File: src/rtl/alu_pkg.sv
// rtl/alu_pkg.sv - shared ALU types: sequencer states and nibble width
package alu_pkg;

  typedef enum logic [1:0] {
    IDLE = 2'd0,
    RUN  = 2'd1,
    DONE = 2'd2
  } state_e;

  localparam int NIBBLE_W = 4;

endpackage

File: src/rtl/adder_cla_4bit.sv
// rtl/adder_cla_4bit.sv - 4-bit carry-lookahead adder slice with carry-out and signed overflow
module adder_cla_4bit (
  input  logic [3:0] a,
  input  logic [3:0] b,
  input  logic       cin,
  output logic [3:0] sum,
  output logic       cout,
  output logic       ovfl
);

  logic [3:0] p;
  logic [3:0] g;
  logic [4:0] c;

  assign p = a ^ b;
  assign g = a & b;

  assign c[0] = cin;
  assign c[1] = g[0] | (p[0] & c[0]);
  assign c[2] = g[1] | (p[1] & g[0]) | (p[1] & p[0] & c[0]);
  assign c[3] = g[2] | (p[2] & g[1]) | (p[2] & p[1] & g[0]) | (p[2] & p[1] & p[0] & c[0]);
  assign c[4] = g[3] | (p[3] & g[2]) | (p[3] & p[2] & g[1]) | (p[3] & p[2] & p[1] & g[0])
              | (p[3] & p[2] & p[1] & p[0] & c[0]);

  assign sum  = p ^ c[3:0];
  assign cout = c[4];
  // Signed overflow: carry into the MSB differs from carry out of it.
  assign ovfl = c[4] ^ c[3];

endmodule

File: src/rtl/serial_add_ctrl.sv
// rtl/serial_add_ctrl.sv - nibble-serial add/subtract sequencer with valid/ready handshakes
// and optional saturation on signed overflow; one 4-bit CLA slice is time-shared.
module serial_add_ctrl
  import alu_pkg::*;
#(
  parameter int WIDTH = 16
) (
  input  logic             clk,
  input  logic             rst_n,
  input  logic             in_valid,
  output logic             in_ready,
  input  logic [WIDTH-1:0] a,
  input  logic [WIDTH-1:0] b,
  input  logic             sub,
  input  logic             sat_en,
  output logic             out_valid,
  input  logic             out_ready,
  output logic [WIDTH-1:0] sum,
  output logic             cout,
  output logic             ovfl
);

  localparam int NUM_NIB = WIDTH / NIBBLE_W;
  localparam int NIB_CW  = $clog2(NUM_NIB);
  localparam int IDX_W   = $clog2(WIDTH);
  localparam logic [WIDTH-1:0] SAT_POS = {1'b0, {(WIDTH-1){1'b1}}};
  localparam logic [WIDTH-1:0] SAT_NEG = {1'b1, {(WIDTH-1){1'b0}}};

  state_e              state_q, state_d;
  logic [WIDTH-1:0]    a_q, a_d;
  logic [WIDTH-1:0]    b_q, b_d;
  logic                carry_q, carry_d;
  logic                sat_q, sat_d;
  logic [NIB_CW-1:0]   nib_q, nib_d;
  logic [WIDTH-1:0]    sum_q, sum_d;
  logic                cout_q, cout_d;
  logic                ovfl_q, ovfl_d;

  logic [IDX_W-1:0]    base;
  logic [NIBBLE_W-1:0] slice_a;
  logic [NIBBLE_W-1:0] slice_b;
  logic [NIBBLE_W-1:0] slice_sum;
  logic                slice_cout;
  logic                slice_ovfl;
  logic                last_nib;

  // Bit offset of the current nibble; {nib, 2'b00} is exactly $clog2(WIDTH) bits wide.
  assign base     = {nib_q, 2'b00};
  assign slice_a  = a_q[base +: NIBBLE_W];
  assign slice_b  = b_q[base +: NIBBLE_W];
  assign last_nib = (nib_q == NIB_CW'(NUM_NIB - 1));

  adder_cla_4bit u_slice (
    .a    (slice_a),
    .b    (slice_b),
    .cin  (carry_q),
    .sum  (slice_sum),
    .cout (slice_cout),
    .ovfl (slice_ovfl)
  );

  always_comb begin
    state_d = state_q;
    a_d     = a_q;
    b_d     = b_q;
    carry_d = carry_q;
    sat_d   = sat_q;
    nib_d   = nib_q;
    sum_d   = sum_q;
    cout_d  = cout_q;
    ovfl_d  = ovfl_q;
    case (state_q)
      IDLE: begin
        if (in_valid) begin
          a_d     = a;
          b_d     = b ^ {WIDTH{sub}};
          carry_d = sub;
          sat_d   = sat_en;
          nib_d   = '0;
          state_d = RUN;
        end
      end
      RUN: begin
        sum_d[base +: NIBBLE_W] = slice_sum;
        carry_d                 = slice_cout;
        if (last_nib) begin
          cout_d  = slice_cout;
          ovfl_d  = slice_ovfl;
          if (sat_q && slice_ovfl) begin
            sum_d = a_q[WIDTH-1] ? SAT_NEG : SAT_POS;
          end
          state_d = DONE;
        end else begin
          nib_d = nib_q + NIB_CW'(1);
        end
      end
      DONE: begin
        if (out_ready) begin
          state_d = IDLE;
        end
      end
      default: state_d = IDLE;
    endcase
  end

  always_ff @(posedge clk or negedge rst_n) begin
    if (!rst_n) begin
      state_q <= IDLE;
      a_q     <= '0;
      b_q     <= '0;
      carry_q <= 1'b0;
      sat_q   <= 1'b0;
      nib_q   <= '0;
      sum_q   <= '0;
      cout_q  <= 1'b0;
      ovfl_q  <= 1'b0;
    end else begin
      state_q <= state_d;
      a_q     <= a_d;
      b_q     <= b_d;
      carry_q <= carry_d;
      sat_q   <= sat_d;
      nib_q   <= nib_d;
      sum_q   <= sum_d;
      cout_q  <= cout_d;
      ovfl_q  <= ovfl_d;
    end
  end

  assign in_ready  = (state_q == IDLE) && rst_n;
  assign out_valid = (state_q == DONE);
  assign sum       = sum_q;
  assign cout      = cout_q;
  assign ovfl      = ovfl_q;

endmodule
File: config.mk
export PLATFORM = sky130hd
export DESIGN_NAME = serial_add_ctrl
export DESIGN_NICKNAME = d
export VERILOG_FILES = /design/src/rtl/alu_pkg.sv /design/src/rtl/adder_cla_4bit.sv /design/src/rtl/serial_add_ctrl.sv
export SDC_FILE = /design/constraint.sdc
export NUM_CORES = 1
export LEC_CHECK = 0
export ABC_CLOCK_PERIOD_IN_PS = 7800
export BUFFER_PORTS_ARGS = -buffer_cell sky130_fd_sc_hd__buf_2
export CORE_ASPECT_RATIO = 1.4
export CORE_MARGIN = 2
export CORE_UTILIZATION = 35
export DETAILED_ROUTE_END_ITERATION = 8
export SYNTH_ARGS = -nofsm -noshare
export SYNTH_HDL_FRONTEND = slang
export SYNTH_SLANG_ARGS = --single-unit
File: constraint.sdc
create_clock -name clk -period 7.8 [get_ports clk]
set_input_delay 0.78 -clock clk [delete_from_list [all_inputs] [get_ports clk]]
set_output_delay 0.78 -clock clk [all_outputs]
set_load 0.02 [all_outputs]
==> impl_results.md <==
- Status: finished clean
- CP max FO: 15
- Worst skew pair latency: 290 ps
- Setup-failing EPs final: 0
- Port-buffer cells: 57
- Setup TNS: 0 ps
- HPWL Detailed: 4530 um
- CTS buffer count: 5
- Register area share after synthesis: 48.0%
- Synth Area per Inst: 11.7 um2
- Startpoint Class: register
- Post_cts resized: 0
- Placed Cells: 398
- HP Class: register to register
- Commonest non-fill, non-tap cells in the layout: buf_2, dfrtp_1, a21oi_1, nor2_1, xnor2_1
- Vias/cell: 5.01
- YS warnings: 0
- Number of synthesized flops with an enable pin: 0
- Die ar.: 0.00910 mm2
- Peak supply drop: 0.194 mV
- CP Data Required Time: 7970 ps
- Asr flop ratio synth: 100%
- Largest net degree at the start of global routing: 58
- Number of global-route vias before repair: 2095
- Critical path class: register to register
- Final worst-path cycle share: 39.8%
- Post-Synthesis Cell Area: 0.00292 mm2
- Crit end category: register
- Die width: 81.2 um
- GR Overflow Total: 0
- Ant. Diodes: 0
- Mapped Cells: 249
- Rows: 39
- CTS max path bufs: 2
- Pwr Density: 486 mW/mm2
- Worst clock skew: 8.47 ps
- Ports: 58
- Core area: 0.00815 mm2
- H-tree Lvls: 2
- Fin nets: 353
- Slew Limit Fails: 0
- Root buffer cell: clkbuf_16
- Starting DRT DRC Count: 79
- Fill count: 810
- Synth cell types: 44
- Final wirelength: 5940 um
- Area growth from synthesis to layout: 18.7%
- Share of cells above drive strength 1: 29.6%
- Worst-Margin Slew: 1050 ps
- Lkg Pwr: 1.56 nW
- Final total power: 1.68 mW
- MaxCap Viol Count: 0
- CTS tree: done
- Non-Filler Instances: 406
- Via count: 2036
- Initial antenna violation count: 0
- Initial Util: 35.8%
- Drt pass-1 iters: 4
- Worst rel slew slack: 29.5%
- Hold-fix buffers, CTS: 0
- Syn_nets: 299
- Final hold violation count: 0
- Final antenna-violating net count: 0
- Unrepaired setup endpoints after global routing: false
- All-Layer GR Usage: 14.4%
- Critical Path AT: 3280 ps
- Wire length per cell: 14.6 um
- Final GP Congestion: 0.838
- Top_reg_cell synth: dfrtp_1
- Min Tclk post-route: 3110 ps
- Drc violations: 0
- Die height: 112 um
- Setup Fix Bufs, Post-CTS: 0
- Number of synthesized register bits: 56
- First-pass GRT wire length: 10200 um
- Most common cell after layout, fill and taps aside: buf_2
- Clock sinks: 56
- Worst-path clk slew: 70 ps
- Fmax: 0.322 GHz
==> stage by stage <==
| step | hold WS, ps | cell area, um2 | util, % | setup slack, ps |
|---|---|---|---|---|
| finish | 486 | 3470 | 42.5 | 4690 |
| global placement | 466 | 3300 | 40.5 | 4770 |
| floorplan | 452 | 2920 | - | 5050 |
| CTS | 489 | 3470 | 42.5 | 4670 |
| detailed placement | 473 | 3300 | 40.5 | 4690 |
| global route | 506 | 3470 | 42.5 | 4460 |
==> synth_stat cells, types with 2 or more instances <==
master    number  share of area (%)
xnor2_1       19                5.7
nand2_1       11                1.4
mux2_1        17                6.6
a21oi_2        2               0.60
dfrtp_1       56                 48
a221o_1        8                2.7
or3_1          2               0.43
nor2_1        20                2.6
o21ai_1        7                1.2
buf_2          8                1.4
nor3_2         3                1.0
clkbuf_1       4               0.51
a211oi_1       4                1.0
o21ai_0        6                1.0
inv_1          4               0.51
nand3_1        6                1.0
mux2i_1        2               0.69
ha_1          11                4.7
a21oi_1       20                3.4
nand4_1        5                1.1
and3_1         2               0.43
nor2b_1        2               0.43
mux4_2         8                6.2
nand2b_1       2               0.43
==> worst paths after layout <==
path                            startpoint  endpoint  slack [ps]  cells after the start
worst max-delay path              nib_q[0]   sum[12]        4690                      6
worst min-delay path               a_q[14]   a_q[14]         490                      1
worst max register to register    nib_q[0]   sum[12]        4690                      6
worst min register to register     a_q[14]   a_q[14]         490                      1
max in group asynchronous            rst_n   b_q[10]        6720                      2
min in group asynchronous            rst_n    sum[9]         620                      2
==> routing by layer <==
metal  part of all wire, %  global-route usage, %  up-vias
met2                    53                   24.1       43
li1                      -                      -     1011
met4                   2.9                   6.89        0
met3                   3.0                   1.93       13
met5                     0                      0        -
met1                    41                   18.1      969
==> kinds of logic after synthesis <==
kind of cell / count (synthesis) / synth area share (%)
and+or+nand+nor: 61 / 11.2
muxes: 28 / 13.8
AOI/OAI and AO/OA: 56 / 13.4
adders and majority gates: 12 / 5.40
xor gates and xnor gates: 19 / 5.70
DFF: 56 / 48.0
buffers and inverters: 17 / 2.53
==> power by group <==
| group | switching, mW | internal, mW | total, mW |
|---|---|---|---|
| registers | 0.105 | 0.422 | 0.528 |
| clock network | 0.0997 | 0.151 | 0.251 |
| logic | 0.515 | 0.391 | 0.906 |
| total | 0.720 | 0.964 | 1.68 |
==> final cells by class <==
type,instances,area [um2],share of cell area [%]
sequential,56,1400,40.4
tap,102,128,3.68
clock inverter,3,42.5,1.23
multi-input combinational,176,1450,41.8
timing repair buffer,59,300,8.66
inverter,5,18.8,0.542
clock buffer,5,125,3.61
==> critical path, stage by stage, from the launching register on <==
cell,delay (ps)
dfrtp_1,820
mux4_2,630
ha_1,370
nor3_2,410
a21o_2,270
o21ai_2,80
a221o_1,390
==> sequential cells by signal (all words and copies together) (netlist names) <==
signal and cells:
a_q 16, b_q 16, carry_q 1, cout 1, nib_q 2, ovfl 1
sat_q 1, state_q 2, sum 16
Note: power is estimated with default switching activity, not from simulation.
